===== src/rtl/simple_memory_pkg.sv =====
// Shared types and helpers for the simple_memory_be_init RAM family.
// Build option: SIMPLE_MEMORY_OUTREG_EN (see simple_memory_be_init.sv).
package simple_memory_pkg;

  localparam int BYTE_W = 8;

  // Same-address read-during-write behaviour.
  typedef enum logic {
    READ_FIRST  = 1'b0,
    WRITE_FIRST = 1'b1
  } rdw_mode_e;

  // Post-reset sequencing: zero-fill first, then serve traffic.
  typedef enum logic {
    CLEAR = 1'b0,
    READY = 1'b1
  } state_e;

  // One byte of a byte-enable merge: new data where enabled, old data elsewhere.
  function automatic logic [BYTE_W-1:0] merge_byte(input logic [BYTE_W-1:0] old_byte,
                                                   input logic [BYTE_W-1:0] new_byte,
                                                   input logic              en);
    return en ? new_byte : old_byte;
  endfunction

  // True when an address names a real word; matters when DEPTH is not a power of two.
  function automatic logic addr_ok(input logic [31:0] addr, input logic [31:0] depth);
    return addr < depth;
  endfunction

endpackage


===== src/rtl/simple_memory_lane.sv =====
// One byte lane of the RAM: DEPTH x 8 storage, synchronous write, combinational read.
// Out-of-range addresses are ignored on write and read back as zero.
module simple_memory_lane
  import simple_memory_pkg::*;
#(
  parameter int DEPTH  = 16,
  parameter int ADDR_W = $clog2(DEPTH)
) (
  input  logic              clk,
  input  logic              we,
  input  logic [ADDR_W-1:0] waddr,
  input  logic [BYTE_W-1:0] wdata,
  input  logic [ADDR_W-1:0] raddr,
  output logic [BYTE_W-1:0] rdata
);

  logic [BYTE_W-1:0] mem [DEPTH];

  // Byte storage write.
  // NOTE: the array has no reset branch on purpose; a reset on every word would turn the RAM
  // into flops. Known contents come from the clear sweep in the top instead.
  always_ff @(posedge clk) begin
    if (we && addr_ok(32'(waddr), DEPTH)) begin
      mem[waddr] <= wdata;
    end
  end

  // Asynchronous array read, guarded against addresses past the last word.
  always_comb begin
    rdata = '0;
    if (addr_ok(32'(raddr), DEPTH)) begin
      rdata = mem[raddr];
    end
  end

endmodule


===== src/rtl/simple_memory_be_init.sv =====
// Simple-dual-port RAM with per-byte write enables, selectable read-during-write
// behaviour and a zero-fill sweep after every reset.
// Build option: define SIMPLE_MEMORY_OUTREG_EN to add an output register (read latency 2).
module simple_memory_be_init
  import simple_memory_pkg::*;
#(
  parameter int DATA_W   = 32,
  parameter int DEPTH    = 16,
  parameter int ADDR_W   = $clog2(DEPTH),
  parameter int RDW_MODE = 0
) (
  input  logic                       clk,
  input  logic                       rst_n,
  output logic                       ready,
  input  logic                       we,
  input  logic [DATA_W/BYTE_W-1:0]   be,
  input  logic [ADDR_W-1:0]          waddr,
  input  logic [DATA_W-1:0]          wdata,
  input  logic                       re,
  input  logic [ADDR_W-1:0]          raddr,
  output logic [DATA_W-1:0]          rdata,
  output logic                       rvalid
);

  localparam int                NUM_BYTES = DATA_W / BYTE_W;
  localparam rdw_mode_e         RDW       = (RDW_MODE == 1) ? WRITE_FIRST : READ_FIRST;
  localparam logic [ADDR_W-1:0] LAST_ADDR = ADDR_W'(DEPTH - 1);

  state_e              state_q, state_d;
  logic [ADDR_W-1:0]   ptr_q, ptr_d;
  logic                clr_en;
  logic                wr_en, rd_en;
  logic                bypass_hit;
  logic [NUM_BYTES-1:0] lane_we;
  logic [ADDR_W-1:0]   lane_waddr;
  logic [DATA_W-1:0]   lane_wdata;
  logic [DATA_W-1:0]   mem_word;
  logic [DATA_W-1:0]   rd_word;
  logic [DATA_W-1:0]   rdata_q;
  logic                rvalid_q;

  // Sweep state register; reset restarts the clear at word 0.
  // NOTE: sequential state uses non-blocking assignments so every flop samples pre-edge values.
  always_ff @(posedge clk or negedge rst_n) begin
    if (!rst_n) begin
      state_q <= CLEAR;
      ptr_q   <= '0;
    end else begin
      state_q <= state_d;
      ptr_q   <= ptr_d;
    end
  end

  // Sweep next-state: one zero write per cycle, READY after the last word.
  // NOTE: every output of this block gets a default first so no path infers a latch.
  always_comb begin
    state_d = state_q;
    ptr_d   = ptr_q;
    clr_en  = 1'b0;
    case (state_q)
      CLEAR: begin
        clr_en = 1'b1;
        if (ptr_q == LAST_ADDR) begin
          state_d = READY;
        end else begin
          ptr_d = ptr_q + ADDR_W'(1);
        end
      end
      READY:   ;
      default: state_d = CLEAR;
    endcase
  end

  assign ready = (state_q == READY);
  assign wr_en = ready & we;
  assign rd_en = ready & re;

  // The sweep owns the write port until it finishes; user writes are discarded meanwhile.
  assign lane_waddr = clr_en ? ptr_q : waddr;
  assign lane_wdata = clr_en ? '0 : wdata;

  for (genvar i = 0; i < NUM_BYTES; i++) begin : g_lane
    assign lane_we[i] = clr_en | (wr_en & be[i]);

    simple_memory_lane #(
      .DEPTH  (DEPTH),
      .ADDR_W (ADDR_W)
    ) u_lane (
      .clk   (clk),
      .we    (lane_we[i]),
      .waddr (lane_waddr),
      .wdata (lane_wdata[i*BYTE_W +: BYTE_W]),
      .raddr (raddr),
      .rdata (mem_word[i*BYTE_W +: BYTE_W])
    );
  end

  // A same-address write only shows through in WRITE_FIRST mode, and never for a dropped address.
  assign bypass_hit = (RDW == WRITE_FIRST) && wr_en && (waddr == raddr)
                      && addr_ok(32'(raddr), DEPTH);

  // Read word: stored word, with enabled bytes replaced by wdata on a bypass hit.
  always_comb begin
    rd_word = '0;
    for (int i = 0; i < NUM_BYTES; i++) begin
      rd_word[i*BYTE_W +: BYTE_W] = merge_byte(mem_word[i*BYTE_W +: BYTE_W],
                                               wdata[i*BYTE_W +: BYTE_W],
                                               bypass_hit & be[i]);
    end
  end

  // Read register: capture on an accepted read, hold otherwise; rvalid is a single-cycle pulse.
  always_ff @(posedge clk or negedge rst_n) begin
    if (!rst_n) begin
      rdata_q  <= '0;
      rvalid_q <= 1'b0;
    end else begin
      rvalid_q <= rd_en;
      if (rd_en) begin
        rdata_q <= rd_word;
      end
    end
  end

`ifdef SIMPLE_MEMORY_OUTREG_EN
  logic [DATA_W-1:0] rdata_q2;
  logic              rvalid_q2;

  // Output register: delays data and valid together by one more cycle.
  always_ff @(posedge clk or negedge rst_n) begin
    if (!rst_n) begin
      rdata_q2  <= '0;
      rvalid_q2 <= 1'b0;
    end else begin
      rvalid_q2 <= rvalid_q;
      if (rvalid_q) begin
        rdata_q2 <= rdata_q;
      end
    end
  end

  assign rdata  = rdata_q2;
  assign rvalid = rvalid_q2;
`else
  assign rdata  = rdata_q;
  assign rvalid = rvalid_q;
`endif

endmodule


===== config.mk =====
export PLATFORM = sky130hd
export DESIGN_NAME = simple_memory_be_init
export DESIGN_NICKNAME = d
export VERILOG_FILES = /design/src/rtl/simple_memory_pkg.sv /design/src/rtl/simple_memory_lane.sv /design/src/rtl/simple_memory_be_init.sv
export SDC_FILE = /design/constraint.sdc
export NUM_CORES = 1
export LEC_CHECK = 0
export BUFFER_PORTS_ARGS = -buffer_cell sky130_fd_sc_hd__clkbuf_2
export CAP_MARGIN = 15
export CORE_ASPECT_RATIO = 0.75
export CORE_MARGIN = 2
export CORE_UTILIZATION = 35
export CTS_CLUSTER_DIAMETER = 50
export CTS_CLUSTER_SIZE = 24
export DETAILED_ROUTE_END_ITERATION = 10
export PLACE_DENSITY = 0.6
export REMOVE_ABC_BUFFERS = 1
export SLEW_MARGIN = 15
export SYNTH_ARGS = -nofsm -noshare
export SYNTH_HDL_FRONTEND = slang
export SYNTH_SLANG_ARGS = --single-unit

===== constraint.sdc =====
create_clock -name clk -period 3.6 [get_ports clk]
set_input_delay 0.72 -clock clk [delete_from_list [all_inputs] [get_ports clk]]
set_output_delay 0.72 -clock clk [all_outputs]
set_load 0.01 [all_outputs]

==> metrics <==
htree depth 2; crit path DAT roughly 3.2 ns; Top Family by Delay on Critical Path simple AND/OR/NAND/NOR gates; drt first pass iters 6; count leader, synth edfxtp_1; synth top area cells edfxtp_1 70%, mux2i_1 12%, dfrtp_1 4.3%; routed length per instance ~24 um; Clock Skew 0.0166 ns; Sequential Power Share 0.581; Die Span Y roughly 220 um; Synth top cells by count 512 x edfxtp_1, 256 x mux2i_1, 123 x nand2_1; antenna violations before repair 0; setup_tns 0 ns; Mapped Area approximately 22000 um^2; Final ANT Viol Nets 0; Crit path largest cell delay slightly above 0.8 ns; WP depth 5; Max Transition Viols Final 0; buffer and inverter count on the worst path 1; Synth top area share 0.703; biggest area consumer among synthesized cells edfxtp_1; post-synthesis sequential area ratio 0.747; Ys Warns 0; fin cells roughly 2.3k; vias in the first global route between 10k and 15k; All-Layer GR Usage 0.164; share of cells above drive strength 1 0.138; maximum VDD drop 0.289 mV; reg2reg setup slack between 0.8 and 0.9 ns; area grow syn2layout 11.5%; number of flops mapped to enable cells by yosys slightly above 500; 1st-iter DRT viols between 1k and 1.5k; GPL Wtd Cong roughly 0.84; period utilization 0.765; die area 64500 um^2; Max-cap violations 0; IO Count slightly above 80; switching power roughly 2.7 mW; Pint between 9 and 10 mW; Post-synth top flop edfxtp_1; outcome completed; maximum clock rate 0.363 GHz; hold_buf cts 0; die extent in x approximately 300 um; CORE AREA ~62000 um^2; Clock power frac 0.357; pwr/cell area between 500 and 600 nW/um^2; pre-CTS setup slack ~0.84 ns; Antenna Cells 0; RSZ-0062 raised after global routing no; Async S/R FF share, synth 0.0691; Unique masters post-synth 30; Clock Tree Buf Depth 3; final wirelength ~54000 um; RR Endpoint rdata[24]$_DFFE_PN0P_; post_cts resized 0; Logic pwr share 0.062; worst flop-to-flop path startpoint ready$_DFF_PN0_; cell area after layout 24400 um^2; clock slew seen by the registers of the worst setup and hold paths ~0.090 ns; Placed Instances 2200; Fin. Hold Viols 0; sw frac 0.224; DRC 0; Worst Path Required between 4 and 5 ns; Sink Count between 500 and 600; Final Net Count between 1k and 1.5k; row count 79; Hold Crit Class input port to asynchronous set/reset pin; Placement Cell Area 23200 um^2; Vias about 12k; Post-CTS Setup Repair Bufs 0; Post-DP HPWL 34800 um; FF+latch count, synth 550; minimum clock period approximately 2.8 ns; number of buffers added on ports about 80; gr ovfl total 0; Slew @ Worst Pin just over 1 ns; Leak between 8 and 9 nW; endpoints failing setup 0; gate count of the mapped netlist around 1.3k; largest net degree at the start of global routing slightly below 60; clock latency at the later pin of the worst-skew pair roughly 0.55 ns; worst path cell trace buf_4, nand2_2, nor2_4, nand4_1, nand3_1; worst slew margin relative to its limit 0.319; maximum net fanout on the critical path 34; initial core utilization 0.353; CTS tree yes; Setup CP Type flip-flop to flip-flop; CP endpoint kind flip-flop; Avg Cell Area, Syn between 15 and 20 um^2; post-layout util 0.394; R2R cell count 5; first-pass GRT wire length around 80000 um; fin worst setup slack 0.848 ns; slowest CP cell dfrtp_2; CTS Buf Count 35; CP Launch Type flip-flop; clk root buf clkbuf_16; vias per inst around 5.2
==> cell families (layout without fill, tap and decap cells) <==
| logic type | count (synthesis) | in the layout | synth area share |
|---|---|---|---|
| flip-flops | 550 | 550 | 0.747 |
| AND/OR/NAND/NOR | 326 | 326 | 0.0672 |
| multiplexers | 257 | 257 | 0.118 |
| AO/OA/AOI/OAI | 123 | 123 | 0.0414 |
| buffers and inverters | 82 | 194 | 0.0256 |
| XOR/XNOR | 2 | 2 | 0.000801 |
| adder cells (fa/ha/maj) | 1 | 1 | 0.000572 |
==> metrics by stage <==
step / power (mW) / hold slack, ns
3_5_place_dp: 7.99 / 0.469
4_1_cts: 12.3 / 0.260
5_1_grt: 12.6 / 0.273
2_1_floorplan: 7.58 / 0.424
3_3_place_gp: 7.98 / 0.467
6_report: 12.2 / 0.251
==> placed cells by master (no fill, tap or decap), types with 3 or more instances in the layout <==
master	count
o32ai_2	6
mux2i_1	256
inv_1	7
a21boi_2	4
buf_12	5
buf_4	38
nand2_1	122
inv_6	6
and2_1	32
nand2b_1	3
inv_8	3
clkinv_1	3
clkbuf_16	37
clkinvlp_4	5
dfrtp_1	37
a22oi_1	77
nand4_1	20
clkbuf_2	80
bufinv_16	3
nor2_1	64
a21oi_1	32
clkbuf_1	3
edfxtp_1	512
nand3_1	77
==> sequential cells by signal, summed over array words and instances (netlist names) <==
signal / cells
g_lane.u_lane.mem: 512
rdata: 32
ptr_q: 4
ready: 1
rvalid: 1
==> power by group through the flow <==
stage	Clock [mW]	Sequential, mW	Combinational (mW)
floorplan	0	7.24	0.339
global placement	0	7.22	0.757
detailed placement	0	7.22	0.766
CTS	4.41	7.08	0.769
global route	4.66	7.09	0.823
finish	4.35	7.08	0.761
==> worst max path at each step <==
stage | from | end | slack (ns)
after floorplan | raddr[0] | rdata[10]$_DFFE_PN0P_ | 0.14
after global placement | waddr[2] | g_lane[2].u_lane.mem[10][1]$_DFFE_PP_ | 0.94
after detailed placement | waddr[2] | g_lane[2].u_lane.mem[10][0]$_DFFE_PP_ | 0.84
after CTS | ready$_DFF_PN0_ | rdata[24]$_DFFE_PN0P_ | 0.87
after global routing | ready$_DFF_PN0_ | g_lane[2].u_lane.mem[8][4]$_DFFE_PP_ | 0.75
final | ready$_DFF_PN0_ | rdata[24]$_DFFE_PN0P_ | 0.85
==> routing by layer <==
layer | vias to the layer above | global-route usage | wire [um]
met5 | - | 0 | 0
met4 | 0 | 0.0262 | 685
met3 | 62 | 0.0376 | 4400
met2 | 450 | 0.231 | 22000
met1 | 6039 | 0.260 | 26400
li1 | 5287 | - | -
==> final cells by class <==
class                   instances  area, um^2
clock buffers                  41         951
clock inverters                22         239
fillers                      5664       37500
inverters                       7        26.3
multi-input cells             709        5020
flip-flops and latches        550       16300
well taps                     810        1010
repair buffers                124         801
==> worst reg2reg max path, delay by kind of cell (launching register included) <==
kind,cells,cell delay [ns]
simple gates,4,1.44
buf+inv,1,0.42
flops,1,0.83
Note: power is estimated with default switching activity, not from simulation.
